$ cat config.mk
export PLATFORM = sky130hd
export DESIGN_NAME = grad_xy_stream
export DESIGN_NICKNAME = d
export VERILOG_FILES = /design/src/rtl/grad_xy_stream.sv
export SDC_FILE = /design/constraint.sdc
export NUM_CORES = 1
export LEC_CHECK = 0
export ABC_CLOCK_PERIOD_IN_PS = 6300
export CORE_UTILIZATION = 45
export CTS_CLUSTER_SIZE = 28
export DETAILED_ROUTE_END_ITERATION = 8
export HOLD_SLACK_MARGIN = 0.03
export PLACE_DENSITY = 0.72
export SLEW_MARGIN = 20
export SYNTH_ARGS = -nofsm -noshare
export SYNTH_HDL_FRONTEND = slang
export SYNTH_SLANG_ARGS = --single-unit
$ cat constraint.sdc
create_clock -name clk -period 6.3 [get_ports clk]
set_clock_uncertainty 0.15 [all_clocks]
set_input_delay 1.575 -clock clk [delete_from_list [all_inputs] [get_ports clk]]
set_output_delay 1.575 -clock clk [all_outputs]
set_load 0.1 [all_outputs]
$ cat src/rtl/grad_xy_stream.sv
// grad_xy_stream
//   Accepts one (SIDE+2)x(SIDE+2) pixel window per in_val/in_rdy handshake.
//   Streams the central-difference gradients (Ix, Iy) over the SIDE x SIDE
//   interior, one pair per cycle in raster order, with out_val/out_rdy
//   backpressure. A new window can be taken during the final handshake of
//   the current one, so consecutive windows stream with no bubble.
//
// Parameters
//   SIDE  interior side; N = SIDE*SIDE pairs per window
//   W     unsigned pixel width
//
// Ports
//   clk       clock, rising edge
//   reset_n   asynchronous active-low reset
//   in_val    window valid
//   in_rdy    window accepted when in_val & in_rdy
//   in_win    flattened window, pixel (r,c) at [W*(r*(SIDE+2)+c) +: W]
//   out_val   gradient pair valid
//   out_rdy   consumer ready
//   out_ix    signed Ix = p(i+1,j+2) - p(i+1,j)
//   out_iy    signed Iy = p(i+2,j+1) - p(i,j+1)
//   out_idx   raster index i*SIDE+j
//   out_last  high with the pair at index N-1
//   out_mag   |Ix|+|Iy| saturated (only when GRAD_XY_MAG_EN is defined)
//
// Optional feature macro: GRAD_XY_MAG_EN
//
// state  | meaning
// IDLE   | no window held, in_rdy=1, out_val=0
// STREAM | presenting pair idx of the held window, out_val=1

module grad_xy_stream #(
  parameter int SIDE = 3,
  parameter int W    = 8,
  localparam int N    = SIDE * SIDE,
  localparam int IDXW = (N > 1) ? $clog2(N) : 1,
  localparam int WINW = W * (SIDE + 2) * (SIDE + 2)
) (
  input  logic            clk,
  input  logic            reset_n,
  input  logic            in_val,
  output logic            in_rdy,
  input  logic [WINW-1:0] in_win,
  output logic            out_val,
  input  logic            out_rdy,
  output logic [W:0]      out_ix,
  output logic [W:0]      out_iy,
`ifdef GRAD_XY_MAG_EN
  output logic [W:0]      out_mag,
`endif
  output logic [IDXW-1:0] out_idx,
  output logic            out_last
);

  localparam int RW = (SIDE > 1) ? $clog2(SIDE) : 1;
  localparam int PW = $clog2(SIDE + 2);

  typedef enum logic {
    IDLE   = 1'b0,
    STREAM = 1'b1
  } state_t;

  state_t          state_q, state_d;
  logic [WINW-1:0] win_q;
  logic [IDXW-1:0] idx_q, idx_d;
  // Row/column kept alongside idx so pixel selection needs no divider.
  logic [RW-1:0]   row_q, row_d, col_q, col_d;
  logic            capture;
  logic            last_pos;

  assign last_pos = (idx_q == IDXW'(N - 1));

  always_comb begin
    state_d = state_q;
    idx_d   = idx_q;
    row_d   = row_q;
    col_d   = col_q;
    capture = 1'b0;
    in_rdy  = 1'b0;
    out_val = 1'b0;
    case (state_q)
      IDLE: begin
        in_rdy = 1'b1;
        if (in_val) begin
          capture = 1'b1;
          state_d = STREAM;
          idx_d   = '0;
          row_d   = '0;
          col_d   = '0;
        end
      end
      STREAM: begin
        out_val = 1'b1;
        // Next window may enter only on the final handshake of this one.
        in_rdy  = last_pos & out_rdy;
        if (out_rdy) begin
          if (!last_pos) begin
            idx_d = idx_q + IDXW'(1);
            if (col_q == RW'(SIDE - 1)) begin
              col_d = '0;
              row_d = row_q + RW'(1);
            end else begin
              col_d = col_q + RW'(1);
            end
          end else if (in_val) begin
            capture = 1'b1;
            idx_d   = '0;
            row_d   = '0;
            col_d   = '0;
          end else begin
            state_d = IDLE;
          end
        end
      end
      default: state_d = IDLE;
    endcase
  end

  always_ff @(posedge clk or negedge reset_n) begin
    if (!reset_n) begin
      state_q <= IDLE;
      win_q   <= '0;
      idx_q   <= '0;
      row_q   <= '0;
      col_q   <= '0;
    end else begin
      state_q <= state_d;
      idx_q   <= idx_d;
      row_q   <= row_d;
      col_q   <= col_d;
      if (capture) win_q <= in_win;
    end
  end

  logic [W-1:0] pix [SIDE+2][SIDE+2];

  for (genvar r = 0; r < SIDE + 2; r++) begin : g_row
    for (genvar c = 0; c < SIDE + 2; c++) begin : g_col
      assign pix[r][c] = win_q[W*(r*(SIDE+2)+c) +: W];
    end
  end

  logic [PW-1:0] r_top, r_mid, r_bot, c_lft, c_mid, c_rgt;

  assign r_top = PW'(row_q);
  assign r_mid = r_top + PW'(1);
  assign r_bot = r_top + PW'(2);
  assign c_lft = PW'(col_q);
  assign c_mid = c_lft + PW'(1);
  assign c_rgt = c_lft + PW'(2);

  // Zero-extended W+1 bit subtraction cannot overflow.
  assign out_ix   = {1'b0, pix[r_mid][c_rgt]} - {1'b0, pix[r_mid][c_lft]};
  assign out_iy   = {1'b0, pix[r_bot][c_mid]} - {1'b0, pix[r_top][c_mid]};
  assign out_idx  = idx_q;
  assign out_last = out_val & last_pos;

`ifdef GRAD_XY_MAG_EN
  logic [W:0]   abs_ix, abs_iy;
  logic [W+1:0] mag_sum;

  assign abs_ix  = out_ix[W] ? (~out_ix + (W+1)'(1)) : out_ix;
  assign abs_iy  = out_iy[W] ? (~out_iy + (W+1)'(1)) : out_iy;
  assign mag_sum = {1'b0, abs_ix} + {1'b0, abs_iy};
  assign out_mag = mag_sum[W+1] ? '1 : mag_sum[W:0];
`endif

endmodule

* Word level (Yosys, flattened, before mapping)
Cells that the tools add are included. Widths: inputs -> output; s select.
Cells by class: equality and inequality tests 4, divide/modulo/power cells 0, multiplexer cells 44, bitwise gates (word level) 9, shifts and indexed selects 0, order comparisons 6, reductions and logical operators 1, multiply operators 0, add/sub/neg operators 9
Operators with widths (count):
- $bmux 40 s3 | 3
- $mux 40 | 6
- $bmux 8 s3 | 4
- $mux 8 | 8
- $ge 4x4->1 const B | 6
- $sub 8x8->9 | 2
- $mux 2 | 8
- $not 3->4 | 4
- $mux 4 | 3
- $not 2->4 | 2
- $pmux 2 s2 | 2
- $pmux 4 s2 | 1
- $add 2x1->3 const B | 2
- $add 2x2->3 const B | 2
- $mux 1 | 6
- $pmux 1 s2 | 3
- $add 2x1->2 const B | 2
- $add 4x1->4 const B | 1
- $eq 4x4->1 const B | 1
- $ne 3x1->1 const B | 1
- $and 1x1->1 | 2
- $eq 2x2->1 const B | 1
- $ne 2x2->1 const B | 1
- $reduce_and 2->1 | 1
- $not 1->1 | 1
Word-level totals: bits in read-only memories 0, memories 0, output and inout bits 25, register bits 209, RAM bits 0, word-level logic and storage cells 78, latch bits 0

* Longest topological paths before layout
Gate-level depths: netlist of the first run.
depth after elaboration 9, mapped depth 20, gate-level depth less buffers 15

* Least setup slack after synthesis of the first run
Ideal clock, no wire load.
kind register to output, start point reg col_q[0], end point out out_iy[8], data arrival time 6.529 ns, required time 4.575 ns, path buffers 4, path slack -1.954 ns, stages on the path, launching flop included 17, cells stage by stage dfrtp_1 -> buf_2 -> inv_2 -> buf_2 -> buf_1 -> ha_1 -> buf_2 -> nor3_1 -> a21oi_1 -> o211ai_1 -> ha_1 -> inv_1 -> fa_1 -> a21o_1 -> a21oi_1 -> o21ai_0 -> o41ai_1
Between the ends: word-level cells in the longest chain between the ends 6, elaborated cells between the ends (all ways) 9
Ends and longest elaborated chain:
- start, declared | RTL line 67 | logic [RW-1:0] row_q, row_d, col_q, col_d;
- start signal, assigned | RTL line 130 | col_q <= col_d;
- $add 2x1->3 (*) | RTL line 149 | assign c_mid = c_lft + PW'(1);
- $not 3->4 (not written as such) (*) | RTL line 154 | assign out_iy = {1'b0, pix[r_bot][c_mid]} - {1'b0, pix[r_top][c_mid]};
- $bmux 8 s3 | RTL line 154
- $mux 8 (not written as such) (2 in a row) | RTL line 154
- $sub 8x8->9 (*) | RTL line 154
- end, declared | RTL line 47 | output logic [W:0] out_iy,
Mark *: on every way between the ends. The rest lies on a longest branch, timed or not. The select of a mux whose other input is x is not followed.

* Final worst setup path of the first run
start point reg col_q[1], end point out out_iy[6]
Same word-level chain as after synthesis.

==> results of run 1 <==
==> what timing repair did <==
item	in CTS	in global routing
setup buffers	0	4
hold endpoints to repair	0	0
setup endpoints to repair	0	6
gates resized for setup	0	9
==> cell usage after synthesis, types with 6 or more instances <==
cell type	number	area share (%)
dfrtp_1	209	41
mux2_1	194	17
mux2i_1	101	8.0
nor2_1	51	1.5
a21oi_1	50	2.0
mux4_2	50	8.9
nand2_1	49	1.4
o21ai_0	32	1.3
o22ai_1	27	1.3
ha_1	23	2.3
o21ai_1	23	0.91
clkbuf_1	21	0.62
buf_2	19	0.75
buf_4	18	1.1
buf_6	18	1.6
o221ai_1	14	0.97
mux2_2	13	1.2
inv_1	10	0.30
nor3_1	10	0.39
nand3b_1	9	0.53
xnor2_1	8	0.55
nand3_1	7	0.28
nor2b_1	7	0.35
o21a_1	6	0.35
==> cell families (layout without fill, tap and decap cells) <==
kind of cell | Yosys count | in the layout | share of synthesized area, %
multiplexers | 358 | 358 | 35.2
adder cells (fa/ha/maj) | 25 | 25 | 2.58
buffers and inverters | 94 | 310 | 4.57
flip-flops | 209 | 209 | 41.2
AND/OR/NAND/NOR | 156 | 156 | 5.81
XOR/XNOR | 11 | 11 | 0.759
AO/OA/AOI/OAI | 199 | 199 | 9.86
==> worst paths after layout <==
kind                                         from                endpoint  cells after the start
setup reg to reg           out_idx[0]$_DFFE_PN0P_  win_q[116]$_DFFE_PN0P_                      7
setup / recovery             col_q[1]$_DFFE_PN0P_               out_iy[6]                     14
min in group asynchronous                 reset_n    win_q[7]$_DFFE_PN0P_                      1
max in group asynchronous                 reset_n    row_q[0]$_DFFE_PN0P_                      2
hold / removal             win_q[176]$_DFFE_PN0P_  win_q[176]$_DFFE_PN0P_                      1
hold reg to reg            win_q[176]$_DFFE_PN0P_  win_q[176]$_DFFE_PN0P_                      1
==> state kept, by name, summed over array words and instances, names as in the netlist <==
register / cells
col_q: 2
out_idx: 4
row_q: 2
state_q: 1
win_q: 200
==> cell usage in the layout, fill, tap and decap left out, drive strengths merged, types with 3 or more instances in the layout <==
master and count:
clkinv 3, o22a 5, a31oi 5, a22oi 5
clkbuf 36, xor2 3, o221ai 14, clkdlybuf4s50 208
buf 46, o32ai 3, a21o 5, xnor2 8
nand2 49, inv 15, nand3 7, and3 4
nor4 3, nand2b 3, o2bb2ai 3, o21ai 56
mux2 207, mux2i 101, nor3 11, a22o 5
nor2 51, nor2b 7, mux4 50, a21oi 50
a211oi 5, nand3b 9, and2 3, dfrtp 209
o22ai 27, or2 3, o21a 6, ha 23
==> metrics by stage <==
step	util [%]	setup slack (ps)	TNS, ps	area, um^2	hold slack, ps
final	58.2	253	0	16200	362
after global routing	58.2	18.9	0	16200	381
after CTS	57.9	14.0	0	16100	359
after detailed placement	55.4	595	0	15400	342
after global placement	55.4	680	0	15400	338
after floorplan	-	-101	-122	12700	318
==> cell type report <==
cell class / instances / area, um^2
repair buffers: 256 / 2740
well taps: 378 / 473
clock buffers: 34 / 647
clock inverters: 6 / 62.6
inverters: 14 / 58.8
fillers: 2310 / 11600
flip-flops and latches: 209 / 5240
multi-input cells: 749 / 6950
==> per-layer routing <==
metal	global-route usage, %	routed length (um)	vias up
met1	37.7	16700	4920
li1	-	-	4354
met4	6.27	851	0
met2	40.3	17000	381
met3	3.28	2340	52
met5	0	0	-
==> critical path: cells and delay by family (launching register included) <==
kind            cells  cell delay (ps)
simple gates        2              600
xor+xnor            1              170
compound gates      5             1030
fa+ha+maj           3             1070
buf+inv             3              570
flops               1              350
==> summary.txt, run 1 <==
Status
  • Outcome: finished clean

Global route
  • Vias in the first global route: 9523
  • Largest net degree at the start of global routing: about 110
  • Wire length of the first global-routing pass: approximately 56000 um
  • GRT Overall Usage: 25.7%
  • Gr ovfl total: 0
  • Antenna violations before repair: 0

STA
  • Max Slew Vio Count: 0
  • Unrepaired setup endpoints after global routing: no
  • Final setup viols: 0
  • Minimum clock period: 6050 ps
  • Worst slew pin tran: 973 ps
  • Fmax: 165 MHz
  • Crit share post-route: between 90% and 100%
  • Final count of hold timing violations: 0
  • Worst slew margin: 34.9%

Synth
  • Ys flop type: dfrtp_1
  • Gate Count Post-Synth: 1052
  • EDFF count, synth: 0
  • Post-synthesis async set-or-reset flop share: between 90% and 100%
  • Syn Std Cell Area: roughly 0.013 mm^2
  • Yosys cell types: 59
  • Syn Area/Cell: 12.1 um^2
  • Sequential share of the synthesized area: 41.2%
  • Synth Warn #: 0
  • Net count after synthesis: about 1300
  • FF+latch count, synth: around 210

Route
  • Remaining antenna violation count: 0
  • Routed vias: 9707
  • Starting DRC count in detailed routing: 887
  • Remaining DRCs: 0
  • Final WL: 36900 um
  • Routed length per instance: 22.4 um
  • DR vias/cell: 5.90
  • TritonRoute pass-1 iters: 7

Clocking
  • Clock transition at path regs: 70 ps
  • Clock latency on the worst-skew pair: around 520 ps
  • TritonCTS clock tree: yes
  • Post-CTS Hold Buffers: 0
  • # clock sinks: 209
  • Clk root buf: clkbuf_16
  • Depth of the CTS H-tree: 1
  • TritonCTS buffer count: 23
  • Clock Path Buffers: 3

Critical path
  • Reg-to-reg setup timing slack: 3270 ps
  • CP dominant cell by count: a21oi_1
  • Crit-path max cell delay: 460 ps
  • Max FO, Critical Path: 30
  • Critical Path RT: 4580 ps
  • Critical path type: reg -> out
  • Crit-path slowest cell: fa_1
  • Crit. End Element: primary output
  • Critical-path cell list: buf_4 > ha_2 > nand2b_1 > o32ai_1 > a21oi_1 > ha_1 > inv_1 > fa_1 > a21o_1 > a21oi_1 > o21ai_0 > nor2_1 > xnor2_2 > buf_12
  • Arrival @ worst endpoint: 4320 ps
  • CP startpoint kind: register

Worst hold path
  • Worst Hold Class: reg -> reg

Layout
  • Diodes inserted: 0
  • Syn-to-layout area delta: 27.4%
  • Layout cells sized above 1: 13.2%
  • Nets: approximately 1500
  • Final std cells w/o fill: 1646

Placement
  • # port buffers: ~230
  • Placed cells: 1601
  • GPL Wtd Cong: about 0.98
  • HPWL Detailed: 27200 um

Die
  • Die W: roughly 170 um
  • Initial Util: 45.7%
  • # rows: between 60 and 70
  • Total die area: 0.0289 mm^2
  • # IOs: about 230
  • Die outline height: 170 um
  • Core Area: 0.0278 mm^2

Job
  • Max Cap Viol: 0
Power of run 1 is left out: the tool's default activity adds up to more than one toggle a clock period on the data nets, which glitch-free logic cannot reach.
==> inputs of run 2 (changes only) <==
Settings changed: ABC_CLOCK_PERIOD_IN_PS 6300 to not set.
==> results of run 2 <==
No change in the layout: final DEF, timing and power equal those of run 1.
Power of run 2 is left out for the same reason.
